==> src/rtl/uart_rx.sv <==
// -----------------------------------------------------------------------------
// uart_rx -- 8N1 UART receiver
//
// Synchronises the raw serial line, checks the start bit at mid-bit, samples
// eight data bits LSB-first at bit centres and checks the stop bit. Each good
// byte is presented on rx_data with a one-cycle rx_valid strobe. A low stop
// bit gives a one-cycle rx_frame_err strobe and leaves rx_data untouched.
//
// Ports:
//   clk           system clock, rising edge
//   rst           asynchronous, active-high reset
//   rx_in         raw serial line (idle high, asynchronous to clk)
//   rx_data[7:0]  last correctly received byte, held until the next good byte
//   rx_valid      one-cycle pulse, rx_data updated this cycle
//   rx_frame_err  one-cycle pulse, stop bit sampled low
//   rx_busy       high whenever the receiver is not idle
// -----------------------------------------------------------------------------
`timescale 1ns/1ps

module uart_rx #(
  parameter int CLK_FREQ = 12_000_000,
  parameter int BAUD     = 115200
) (
  input  logic       clk,
  input  logic       rst,
  input  logic       rx_in,
  output logic [7:0] rx_data,
  output logic       rx_valid,
  output logic       rx_frame_err,
  output logic       rx_busy
);

  localparam int CLKS_PER_BIT = CLK_FREQ / BAUD;
  localparam int HALF_BIT     = CLKS_PER_BIT / 2;

  localparam logic [15:0] LP_BIT_LAST  = 16'(CLKS_PER_BIT - 1);
  localparam logic [15:0] LP_HALF_LAST = 16'(HALF_BIT - 1);

  typedef enum logic [2:0] {
    S_IDLE,
    S_START,
    S_DATA,
    S_STOP,
    S_WAIT_IDLE
  } state_t;

  // Two-flop synchroniser; all receive decisions look at w_rx_s only.
  logic r_sync1;
  logic r_sync2;
  logic w_rx_s;

  state_t      r_state;
  logic [15:0] r_clk_count;
  logic [2:0]  r_bit_index;
  logic [7:0]  r_shift;
  logic [7:0]  r_data;
  logic        r_valid;
  logic        r_frame_err;

  state_t      w_state_next;
  logic [15:0] w_clk_count_next;
  logic [2:0]  w_bit_index_next;
  logic [7:0]  w_shift_next;
  logic [7:0]  w_data_next;
  logic        w_valid_next;
  logic        w_frame_err_next;

  assign w_rx_s = r_sync2;

  // Synchroniser flops reset to 1 so a reset never looks like a start edge.
  always_ff @(posedge clk or posedge rst) begin
    if (rst) begin
      r_sync1 <= 1'b1;
      r_sync2 <= 1'b1;
    end else begin
      // NOTE: non-blocking assignments make both flops capture the values
      // from before this edge, giving a true two-stage pipeline.
      r_sync1 <= rx_in;
      r_sync2 <= r_sync1;
    end
  end

  always_ff @(posedge clk or posedge rst) begin
    if (rst) begin
      r_state     <= S_IDLE;
      r_clk_count <= '0;
      r_bit_index <= '0;
      r_shift     <= '0;
      r_data      <= '0;
      r_valid     <= 1'b0;
      r_frame_err <= 1'b0;
    end else begin
      r_state     <= w_state_next;
      r_clk_count <= w_clk_count_next;
      r_bit_index <= w_bit_index_next;
      r_shift     <= w_shift_next;
      r_data      <= w_data_next;
      r_valid     <= w_valid_next;
      r_frame_err <= w_frame_err_next;
    end
  end

  always_comb begin
    // NOTE: every signal gets a default before the case so no path through
    // the block leaves one unassigned, which would otherwise infer a latch.
    w_state_next     = r_state;
    w_clk_count_next = r_clk_count;
    w_bit_index_next = r_bit_index;
    w_shift_next     = r_shift;
    w_data_next      = r_data;
    w_valid_next     = 1'b0;
    w_frame_err_next = 1'b0;

    case (r_state)
      S_IDLE: begin
        w_clk_count_next = '0;
        w_bit_index_next = '0;
        if (!w_rx_s) begin
          w_state_next = S_START;
        end
      end

      // Wait half a bit, then confirm the line is still low; a high line
      // here means the falling edge was a glitch and is silently dropped.
      S_START: begin
        if (r_clk_count == LP_HALF_LAST) begin
          w_clk_count_next = '0;
          w_state_next     = w_rx_s ? S_IDLE : S_DATA;
        end else begin
          w_clk_count_next = r_clk_count + 16'd1;
        end
      end

      // Each sample enters at the MSB and shifts right, so after eight
      // samples the first (LSB) bit has arrived at bit 0.
      S_DATA: begin
        if (r_clk_count == LP_BIT_LAST) begin
          w_clk_count_next = '0;
          w_shift_next     = {w_rx_s, r_shift[7:1]};
          if (r_bit_index == 3'd7) begin
            w_bit_index_next = '0;
            w_state_next     = S_STOP;
          end else begin
            w_bit_index_next = r_bit_index + 3'd1;
          end
        end else begin
          w_clk_count_next = r_clk_count + 16'd1;
        end
      end

      // Returning to IDLE at mid-stop-bit leaves half a bit of margin to
      // catch a following start edge with no idle gap.
      S_STOP: begin
        if (r_clk_count == LP_BIT_LAST) begin
          w_clk_count_next = '0;
          if (w_rx_s) begin
            w_data_next  = r_shift;
            w_valid_next = 1'b1;
            w_state_next = S_IDLE;
          end else begin
            w_frame_err_next = 1'b1;
            w_state_next     = S_WAIT_IDLE;
          end
        end else begin
          w_clk_count_next = r_clk_count + 16'd1;
        end
      end

      // A held-low line (break) must not be read as a stream of new frames.
      S_WAIT_IDLE: begin
        w_clk_count_next = '0;
        if (w_rx_s) begin
          w_state_next = S_IDLE;
        end
      end

      default: begin
        w_state_next     = S_IDLE;
        w_clk_count_next = '0;
        w_bit_index_next = '0;
      end
    endcase
  end

  assign rx_data      = r_data;
  assign rx_valid     = r_valid;
  assign rx_frame_err = r_frame_err;
  assign rx_busy      = (r_state != S_IDLE);

endmodule
==> config.mk <==
export PLATFORM = sky130hd
export DESIGN_NAME = uart_rx
export DESIGN_NICKNAME = d
export VERILOG_FILES = /design/src/rtl/uart_rx.sv
export SDC_FILE = /design/constraint.sdc
export NUM_CORES = 1
export LEC_CHECK = 0
export BUFFER_PORTS_ARGS = -buffer_cell sky130_fd_sc_hd__buf_2
export CAP_MARGIN = 20
export CORE_MARGIN = 2
export CORE_UTILIZATION = 45
export DETAILED_ROUTE_END_ITERATION = 8
export GPL_TIMING_DRIVEN = 0
export PLACE_DENSITY_LB_ADDON = 0.3
export SYNTH_ARGS = -nofsm -noshare
export SYNTH_HDL_FRONTEND = slang
export SYNTH_SLANG_ARGS = --single-unit
==> constraint.sdc <==
create_clock -name clk -period 2.4 [get_ports clk]
set_clock_uncertainty 0.2 [all_clocks]
set_input_delay 0.48 -clock clk [delete_from_list [all_inputs] [get_ports clk]]
set_output_delay 0.48 -clock clk [all_outputs]
set_load 0.03 [all_outputs]
==> results of run 1 <==
## sequential cells by signal, summed over array words and instances, names as in the netlist
register and count:
r_clk_count 16, r_shift 8, rx_data 8, r_bit_index 3, r_state 3, r_sync1 1
r_sync2 1, rx_frame_err 1, rx_valid 1
## where the power goes
group	internal, µW	leakage (µW)	switching (µW)	total, µW
Sequential	710	0.000565	0.459	710
Combinational	4.20	0.000506	16.6	20.8
Clock	231	0.0000472	242	473
## area by class of cell
class / count / area (µm²) / area share
Sequential cell: 42 / 1050 / 0.443
Multi-Input combinational cell: 115 / 933 / 0.392
Timing Repair Buffer: 24 / 159 / 0.0668
Clock buffer: 6 / 82.6 / 0.0347
Tap cell: 52 / 65.1 / 0.0274
Buffer: 6 / 46.3 / 0.0195
Inverter: 7 / 26.3 / 0.0110
Clock inverter: 2 / 12.5 / 0.00526
## synthesized netlist by cell type (all sizes together) (2+ instances only)
cell type,instances
nor2b,4
nor3,3
dfrtp,40
o21ai,6
xor2,9
nand2,8
mux2i,2
nand4,7
nor4,3
dfstp,2
inv,7
buf,5
or4,2
nand3,8
ha,3
and4,4
a21oi,5
or3,6
mux2,17
xnor2,3
nor2,13
## worst reg2reg max path, delay by kind of cell (launching register included)
family          cells  cell delay [ns]
flops               1             0.41
buf+inv             1             0.18
fa+ha+maj           1             0.16
compound gates      1             0.29
simple gates        3             1.08
## stage by stage
stage | hold WS [ns] | setup TNS [ns]
after floorplan | 0.145 | 0
after global placement | 0.145 | -5.47
after detailed placement | 0.151 | -7.84
after CTS | 0.0738 | 0
after global routing | 0.0718 | -1.79
final | 0.0840 | -0.264
## worst min path at each step
stage | start | endpoint | cells after the start
6_report | rx_in | r_sync1 | 1
5_1_grt | rx_in | r_sync1 | 1
4_1_cts | rx_in | r_sync1 | 1
3_5_place_dp | r_sync1 | r_sync2 | 0
3_3_place_gp | r_sync1 | r_sync2 | 0
2_1_floorplan | r_sync1 | r_sync2 | 0
## logic make-up (layout without fill, tap and decap cells)
family / count (synthesis) / after routing
AO/OA/AOI/OAI: 17 / 17
buffers and inverters: 13 / 45
adder cells (fa/ha/maj): 3 / 3
XOR/XNOR: 12 / 12
AND/OR/NAND/NOR: 64 / 64
flip-flops: 42 / 42
multiplexers: 19 / 19
## timing repair
| item | CTS | global route |
|---|---|---|
| gates cloned | 1 | 0 |
| pin swaps | 3 | 5 |
| buffers inserted | 8 | 2 |
| gates resized for setup | 7 | 11 |
| setup endpoints to repair | 35 | 25 |
## routing by layer
layer  global-route usage  vias up  routed length (µm)
met5                    0        -                   0
met4               0.0482        0                  21
met3               0.0356        4                 100
met2                0.242       16                1800
met1                0.220      696                1790
li1                     -      675                   -
==> reports/metrics.csv, run 1 <==
metric;value;unit
status;finished with violations;
violations;negative setup slack;
cts_root_buffer;clkbuf_8;
dpl.cell_count;235;
cp-end-kind;flop;
crit_type;flop to flop;
cts_tree;done;
max-cap-violations;0;
synthSimpleGateAreaFrac;0.204;
required;2.38;ns
ant_nets;0;
synthMuxAreaShare;0.105;
stdcell_count;254;
power.density;506;nW/µm²
placementRows;24;
synth_fa_ha_area_frac;0.0187;
grt_max_degree;43;
worstSkewPairLatency;0.29;ns
htreeDepth;2;
drc;0;
clockBufferDepth;2;
critical-path-top-delay-family;simple AND/OR/NAND/NOR gates;
grt_usage;0.156;
final_common_cell;dfrtp_1;
hpwl;2400;µm
fmax;0.411;GHz
wl_per_cell;14.6;µm
dpl_cell_area;2140;µm²
synth-main-ff-cell;dfrtp_1;
syn_avg_cell_area;11.8;µm²
synth_edf_count;0;
cts_buffers;5;
detail_route.iter0.violations;31;
hp-class;input port to flop;
p_leak;0.00112;µW
r2r-start;r_clk_count[1];
grt_overflow;0;
die-area;5010;µm²
hold_viol;0;
ir_drop;486;µV
synthToLayoutAreaGrowth;18.4;%
cp-start-kind;flop;
syn-num-nets;176;
async_flop_share;1.00;
startpoint;r_clk_count[1];
period_share;1.01;
ys_seq_area_frac;0.525;
slew_headroom;0.432;
slowest_delay;0.56;ns
antenna_found_initial;0;
ctsHoldBuffers;0;
stdcell_area;2380;µm²
ys_types;40;
reg2reg_to;r_clk_count[14];
critical_path_cell_count;6;
drive_gt1_frac;0.376;
crit_chain;ha_4 -> or4b_4 -> or4_4 -> a2bb2oi_4 -> buf_6 -> nor2_2;
synth-compound-area-share;0.0592;
die_w;70.8;µm
synth_top_family_by_area;simple AND/OR/NAND/NOR gates;
gp_congestion;0.803;
initial_core_util;0.464;
ff2ff_path_depth;6;
first_pass_iters;4;
place_ws;-0.315;ns
grt_pass1_wl;6320;µm
layout_common_cells;40 x dfrtp_1, 17 x mux2_2, 14 x buf_2;
endpoint;r_clk_count[14];
synth_cells;170;
grt_pass1_vias;1381;
netlist_area;2010;µm²
chipHeight;70.8;µm
cp_max_fo;6;
synthXorXnorAreaFrac;0.0523;
yosysTopAreaCell;dfrtp_1;
io_pins;14;
synth.top_cell.area_share;0.498;
worst_pin_slew;0.851;ns
drv_slew;0;
cp_slowest_cell;or4_4;
critPathBufInv;1;
r2r_slack;-0.03;ns
clock-sinks;42;
wirelength;3720;µm
vias;1391;
vias_per_cell;5.48;
min_period;2.43;ns
fin_nets;207;
n_fill_cell;391;
core_region_area;4320;µm²
synth-warning-count;0;
io_buffer_count;13;
worst_ep_arrival_time;2.41;ns
finalWorstSetupSlack;-0.0308;ns
diodes;0;
p_total;1200;µW
yosys-top-cells-area;dfrtp_1 50%, mux2_2 9.5%, xor2_1 3.9%, dfstp_2 2.6%, nor2_1 2.4%;
rsz0062_at_grt;yes;
setup_viol;14;
synth_seq_cells;42;
finalCoreUtilization;0.550;
cts.clk_slew.worst_paths;0.08;ns
Power figures use the tool's default switching activity.
==> run 2, diff against run 1 <==
--- a/config.mk
+++ b/config.mk
@@ -7,8 +7,10 @@
 export LEC_CHECK = 0
 export BUFFER_PORTS_ARGS = -buffer_cell sky130_fd_sc_hd__buf_2
 export CAP_MARGIN = 20
+export CELL_PAD_IN_SITES_DETAIL_PLACEMENT = 1
+export CELL_PAD_IN_SITES_GLOBAL_PLACEMENT = 2
 export CORE_MARGIN = 2
-export CORE_UTILIZATION = 45
+export CORE_UTILIZATION = 36
 export DETAILED_ROUTE_END_ITERATION = 8
 export GPL_TIMING_DRIVEN = 0
 export PLACE_DENSITY_LB_ADDON = 0.3
==> reports/metrics.csv, run 2 (synthesis results as in run 1) <==
metric;value;unit;change
htreeDepth;2;;unchanged
largest_reg_flops;16;;unchanged
ant_nets;0;;unchanged
initial_core_util;0.369;;-0.0952
layout_common_cells;39 x dfrtp_1, 17 x mux2_2, 14 x buf_2;;
grt_max_degree;43;;unchanged
power.density;497;nW/µm²;-1.8%
gp_congestion;0.786;;-2.2%
cts_root_buffer;clkbuf_8;;
cp-end-kind;flop;;
fmax;0.416;GHz;+1.0%
required;2.39;ns;about the same
top_register;r_clk_count;;
ctsHoldBuffers;0;;unchanged
grt_usage;0.152;;-0.00407
drive_gt1_frac;0.342;;-0.0347
grt_overflow;0;;unchanged
whs;0.0721;ns;-0.0119 ns
drc;0;;unchanged
grt_pass1_vias;1519;;+10%
core_region_area;5440;µm²;+26%
crit_type;flop to flop;;
clock-sinks;42;;unchanged
ir_drop;287;µV;-41%
slew_headroom;0.414;;-0.0173
wl_per_cell;15.7;µm;+7.1%
hp-class;input port to flop;;
antenna_found_initial;0;;unchanged
io_buffer_count;13;;unchanged
finalWorstSetupSlack;-0.00659;ns;+0.0242 ns
fin_setup_tns;-0.0311;ns;+0.233 ns
vias;1400;;+0.65%
placementRows;27;;+13%
die_w;78.7;µm;+11%
worstSkewPairLatency;0.30;ns;about the same
min_period;2.41;ns;-0.0242 ns
chipHeight;78.7;µm;+11%
max-cap-violations;0;;unchanged
vias_per_cell;5.11;;-6.7%
rsz0062_at_grt;yes;;
worst_pin_slew;0.877;ns;+0.0259 ns
hold_viol;0;;unchanged
die-area;6190;µm²;+24%
detail_route.iter0.violations;36;;+16%
cp_max_fo;5;;-1
period_share;1.00;;-0.0101
first_pass_iters;2;;-2
violations;negative setup slack;;
status;finished with violations;;
cts.clk_slew.worst_paths;0.09;ns;about the same
dpl.cell_count;255;;+8.5%
n_fill_cell;599;;+53%
stdcell_count;274;;+7.9%
cts_tree;done;;
cts_buffers;5;;unchanged
worst_ep_arrival_time;2.40;ns;about the same
io_pins;14;;unchanged
hpwl;2890;µm;+20%
fin_nets;207;;unchanged
setup_viol;8;;-6
cp-start-kind;flop;;
wirelength;4300;µm;+16%
clockBufferDepth;2;;unchanged
diodes;0;;unchanged
grt_pass1_wl;7220;µm;+14%
p_leak;0.00112;µW;about the same
drv_slew;0;;unchanged
final_common_cell;dfrtp_1;;
synthToLayoutAreaGrowth;19.4;%;
==> run 2: cell count changes in the layout (fill, tap and decap cells not counted), sizes merged <==
cell / delta
clkbuf: -1
clkinv: +1
==> run 2: routing by layer <==
metal | vias to the layer above | share of wire | track usage
li1 | 672 | - | -
met1 | 710 | 0.45 | 0.185
met2 | 13 | 0.52 | 0.267
met3 | 5 | 0.024 | 0.0414
met4 | 0 | 0.010 | 0.0368
met5 | - | 0 | 0
==> run 2: metrics by stage <==
step / power (µW) / utilization / area [µm²] / setup slack [ns]
after global placement: 746 / 0.398 / 2160 / -0.287
after detailed placement: 747 / 0.398 / 2160 / -0.363
final: 1190 / 0.441 / 2400 / -0.00659
after global routing: 1250 / 0.441 / 2400 / -0.0686
after CTS: 1210 / 0.432 / 2350 / 0.0252
after floorplan: 740 / - / 2010 / 0.0229
==> run 2: worst max-delay path: stages (launching register included) <==
cell	delay, ns
dfrtp_1	0.41
ha_4	0.16
or4b_4	0.49
or4_4	0.53
a2bb2oi_4	0.22
buf_12	0.14
buf_8	0.11
nor2_1	0.04
==> run 2: where the power goes <==
group,leakage (µW),internal (µW),total [µW],switching (µW)
clock network,0.0000441,204,460,256
registers,0.000563,710,710,0.503
logic,0.000510,4.21,21.2,17.0
==> run 2: final cells by class <==
type,count,area (µm²),share of cell area
Sequential cell,42,1050,0.440
Multi-Input combinational cell,115,918,0.383
Tap cell,72,90.1,0.0376
Clock buffer,5,68.8,0.0287
Timing Repair Buffer,24,168,0.0699
Inverter,7,26.3,0.0110
Buffer,6,50.0,0.0209
Clock inverter,3,21.3,0.00887
==> run 2: final timing paths <==
kind / startpoint / to / slack, ns / depth (start not counted)
max reg2reg: r_clk_count[1] / r_clk_count[3] / -0.007 / 7
min reg2reg: r_sync1 / r_sync2 / 0.16 / 0
min: rx_in / r_sync1 / 0.07 / 1
max: r_clk_count[1] / r_clk_count[3] / -0.007 / 7
max in group asynchronous: rst / r_clk_count[9] / 1.24 / 2
min in group asynchronous: rst / r_clk_count[3] / 0.17 / 2
==> run 2: timing repair <==
action	4_1_cts	5_1_grt
resized for setup	6	6
endpoints found under the hold margin	0	0
buffers inserted	7	3
pin swaps	3	5
setup endpoints to repair	39	14
gates cloned	1	0
